## config.mk

```make
export PLATFORM = sky130hd
export DESIGN_NAME = ip_csum_accum
export DESIGN_NICKNAME = d
export VERILOG_FILES = /design/src/rtl/pkt_hdr_checker_csum.sv
export SDC_FILE = /design/constraint.sdc
export NUM_CORES = 1
export LEC_CHECK = 0
export ABC_CLOCK_PERIOD_IN_PS = 16200
export BUFFER_PORTS_ARGS = -buffer_cell sky130_fd_sc_hd__clkbuf_2
export CAP_MARGIN = 0
export CORE_MARGIN = 1.5
export CORE_UTILIZATION = 30
export DETAILED_ROUTE_END_ITERATION = 16
export GPL_TIMING_DRIVEN = 0
export PLACE_DENSITY = 0.49
export SLEW_MARGIN = 0
export SYNTH_ARGS = -nofsm -noshare
export SYNTH_HDL_FRONTEND = slang
export SYNTH_SLANG_ARGS = --single-unit
export TNS_END_PERCENT = 20
```

## constraint.sdc

```tcl
create_clock -name clk -period 16.2 [get_ports clk]
set_input_delay 3.24 -clock clk [delete_from_list [all_inputs] [get_ports clk]]
set_output_delay 3.24 -clock clk [all_outputs]
set_load 0.01 [all_outputs]
```

## src/rtl/pkt_hdr_checker_csum.sv

```systemverilog
`default_nettype none
// ============================================================================
// Module   : ip_csum_accum
// Purpose  : Ones'-complement accumulator for the IPv4 header checksum.
//            Up to four 16-bit lanes of add_data can be added per cycle
//            (lane i = add_data[16*i+15:16*i], enabled by add_en[i]).
//            The 20-bit raw sum is folded with end-around carries; is_ffff
//            flags a header whose checksum verifies.
// Ports    : clk, reset (sync, active-high), clear, add_en[3:0],
//            add_data[63:0], is_ffff
// Revision : 1.0  initial release
// ============================================================================
module ip_csum_accum (
    input  logic        clk,
    input  logic        reset,
    input  logic        clear,
    input  logic [3:0]  add_en,
    input  logic [63:0] add_data,
    output logic        is_ffff
);

    logic [19:0] acc;
    logic [19:0] addend;
    logic [16:0] fold1;
    logic [15:0] fold2;

    always_comb begin
        addend = '0;
        for (int i = 0; i < 4; i++) begin
            if (add_en[i]) begin
                addend = addend + {4'd0, add_data[16*i +: 16]};
            end
        end
    end

    always_ff @(posedge clk) begin
        if (reset || clear) begin
            acc <= '0;
        end else if (|add_en) begin
            acc <= acc + addend;
        end
    end

    // Ten halfwords fit in 20 bits, so two fold stages absorb every carry:
    // the first can produce at most one new carry, the second absorbs it.
    assign fold1   = {1'b0, acc[15:0]} + {13'd0, acc[19:16]};
    assign fold2   = fold1[15:0] + {15'd0, fold1[16]};
    assign is_ffff = (fold2 == 16'hFFFF);

endmodule
`default_nettype wire

```

==> metrics.md <==
| Metric | Value |
|---|---|
| Worst setup EP type | flip-flop |
| Die Span Y | 135.5 µm |
| Largest Register | acc |
| Seq/Total Area, Yosys | 7.606% |
| Critical path buffers and inverters | 5 |
| Critical path class | in -> reg |
| Setup bufs post-CTS | 0 |
| Leak | 2.731 nW |
| Crit path top cell by count | nand2_1 |
| DRC | 0 |
| Max VDD drop | 0.04567 mV |
| Worst rel slew slack | 23.70% |
| Worst slew pin tran | 1135 ps |
| CP startpoint kind | primary input |
| Synth top area share | 17.11% |
| GR Util All Layers | 16.61% |
| N_diodes | 0 |
| Row cnt | 48 |
| CTS Hold Buffers Added | 0 |
| Cell count after placement | 1007 |
| Clock Latency Late Sink | 260 ps |
| Required time worst endpoint | 16330 ps |
| First-pass GRT wire length | 24530 µm |
| Max reg flops | 20 |
| Worst-case clock buffer depth | 2 |
| Final Util | 34.55% |
| PD cells | 91.79 nW/µm² |
| Syn Std Cell Area | 5264 µm² |
| Outcome | complete, no violations |
| Post-cts sizing count | 0 |
| Layout Cells excl Fill | 1011 |
| Die area | 18350 µm² |
| Peak Freq | 88.02 MHz |
| Remaining antenna violation count | 0 |
| Clk root buf | clkbuf_16 |
| Number of synthesized register bits | 20 |
| Synth area leader | ha_1 |
| Number of port buffers | 64 |
| CTS Buf Count | 3 |
| Placeable Area | 17240 µm² |
| Final hold violations | 0 |
| Largest net degree at the start of global routing | 12 |
| Critical path's largest stage delay | 480 ps |
| CTS tree | built |
| Reg clk slew, reported paths | 60 ps |
| Async S/R FF share, synth | 0% |
| Initial Utilization | 30.54% |
| Avg Inst Size Synth | 7.331 µm² |
| Vias in the first global route | 4916 |
| I/O pin count | 72 |
| Detail Placement HPWL | 12610 µm |
| Top delay family on crit path | compound AO/OA/AOI/OAI gates |
| Netlist cell types | 83 |
| Crit-path max FO | 10 |
| Cells after Synth | 718 |
| Critical path's slowest cell | fa_1 |
| Setup TNS | 0 ps |
| Layout cell share with drive strength beyond 1 | 15.39% |
| Fin crit share | 70.13% |
| Final setup violation count | 0 |
| DR pass1 iterations | 4 |
| Max_cap viols | 0 |
| Min-Delay Path Class | reg -> reg |
| Die width | 135.5 µm |
| Commonest non-fill, non-tap cell in the layout | nand2_1 |
| Nets | 935 |
| Pre-CTS WS | 4586 ps |
| Worst clock skew | 5.471 ps |
| Crit path time final | 11360 ps |
| TritonCTS Sinks | 20 |
| Wire length per cell | 15.02 µm |
| Syn_nets | 866 |
| Largest regs | acc (20) |
| RSZ-0062 raised after global routing | false |
| Post-synth EDFFs | 0 |
| Routed WL | 15190 µm |
| Slew Limit Fails | 0 |
| Via density | 5.204 |
| Initial antenna violation count | 0 |
| Grt total ovfl | 0 |
| Vias | 5261 |
| Tot Pwr | 0.0005466 W |
| Final Wtd Congestion | 0.8156 |
| Top post-synthesis cells by area | ha_1 (17%), dfxtp_1 (7.6%), xnor2_1 (6.7%), a21oi_1 (6.2%), nand2_1 (5.8%) |
| Worst Setup Slack, final | 4839 ps |
| Synthesis-to-layout area growth | 13.12% |
| # H-tree levels | 1 |
| Worst path arrival time | 11490 ps |
| DR iter-0 viols | 180 |
| Most used DFF post-synth | dfxtp_1 |
| Commonest cells after routing, fill and taps aside | nand2_1 (81), ha_1 (72), a21oi_1 (65) |
| Warnings, synthesis | 0 |
-- where the power goes --
group | internal [W] | leakage, nW | switching [W]
combinational | 0.000188 | 2.52 | 0.000223
sequential | 0.0000606 | 0.164 | 0.0000171
clock | 0.0000377 | 0.0442 | 0.0000207
total | 0.000286 | 2.73 | 0.000261
-- per-layer routing --
layer	routed length [µm]	up-vias	part of all wire, %	global-route usage (%)
li1	-	2775	-	-
met1	7470	2399	49	22.35
met4	168	0	1.1	2.808
met5	0	-	0	0
met3	394	10	2.6	1.048
met2	7155	77	47	29.45
-- final timing paths --
| check | slack, ps | cells past startpoint | startpoint | to |
|---|---|---|---|---|
| worst max register to register | 12800 | 11 | acc[0] | acc[12] |
| worst min register to register | 510 | 2 | acc[0] | acc[0] |
| worst max-delay path | 4840 | 39 | add_en[0] | acc[19] |
| worst min-delay path | 510 | 2 | acc[0] | acc[0] |
-- cell usage after synthesis (all sizes together) (4+ instances only) --
cell and number:
a2111oi 4, a211oi 11, a21boi 5, a21o 21, a21oi 67, a31oi 9
and2 10, and3 14, buf 6, clkbuf 20, dfxtp 20, fa 5
ha 72, inv 31, mux2 20, mux2i 5, nand2 82, nand2b 8
nand3 25, nand4 8, nor2 45, nor2b 8, nor3 17, o211ai 6
o21a 10, o21ai 43, o21bai 6, o311ai 4, o31a 5, o31ai 6
or2 5, or3 5, or4 5, xnor2 41, xor2 26
-- stage by stage --
| step | instance area, µm² | hold WS [ps] |
|---|---|---|
| 6_report | 5954 | 510.7 |
| 5_1_grt | 5954 | 541.6 |
| 4_1_cts | 5954 | 518.1 |
| 3_5_place_dp | 5866 | 505.9 |
| 3_3_place_gp | 5866 | 503.2 |
| 2_1_floorplan | 5264 | 453.5 |
-- cells by family (layout without fill, tap and decap cells) --
family,after synthesis,count (layout),share of synthesized area [%]
DFF,20,20,7.606
AOI/OAI and AO/OA,223,223,28.31
buffers and inverters,58,126,4.920
xor gates and xnor gates,67,67,11.29
adders and majority gates,79,79,19.40
muxes,25,25,5.229
and+or+nand+nor,246,246,23.25
-- worst register-to-register path: stages (launching register included) --
cell	delay, ps
dfxtp_1	350
ha_1	240
fa_1	400
a21o_1	170
a21oi_1	230
o21bai_1	120
a2111oi_1	700
nor4_1	220
o31a_1	330
or3_1	300
nand3_1	110
a21oi_1	80
-- area by class of cell --
type | count | area (µm²)
buffer | 26 | 138.9
tap | 225 | 281.5
sequential | 20 | 400.4
multi-input combinational | 640 | 4604
fill | 1879 | 11280
timing repair buffer | 64 | 320.3
inverter | 32 | 120.1
clock buffer | 4 | 88.84
Note: power is estimated with default switching activity, not from simulation.
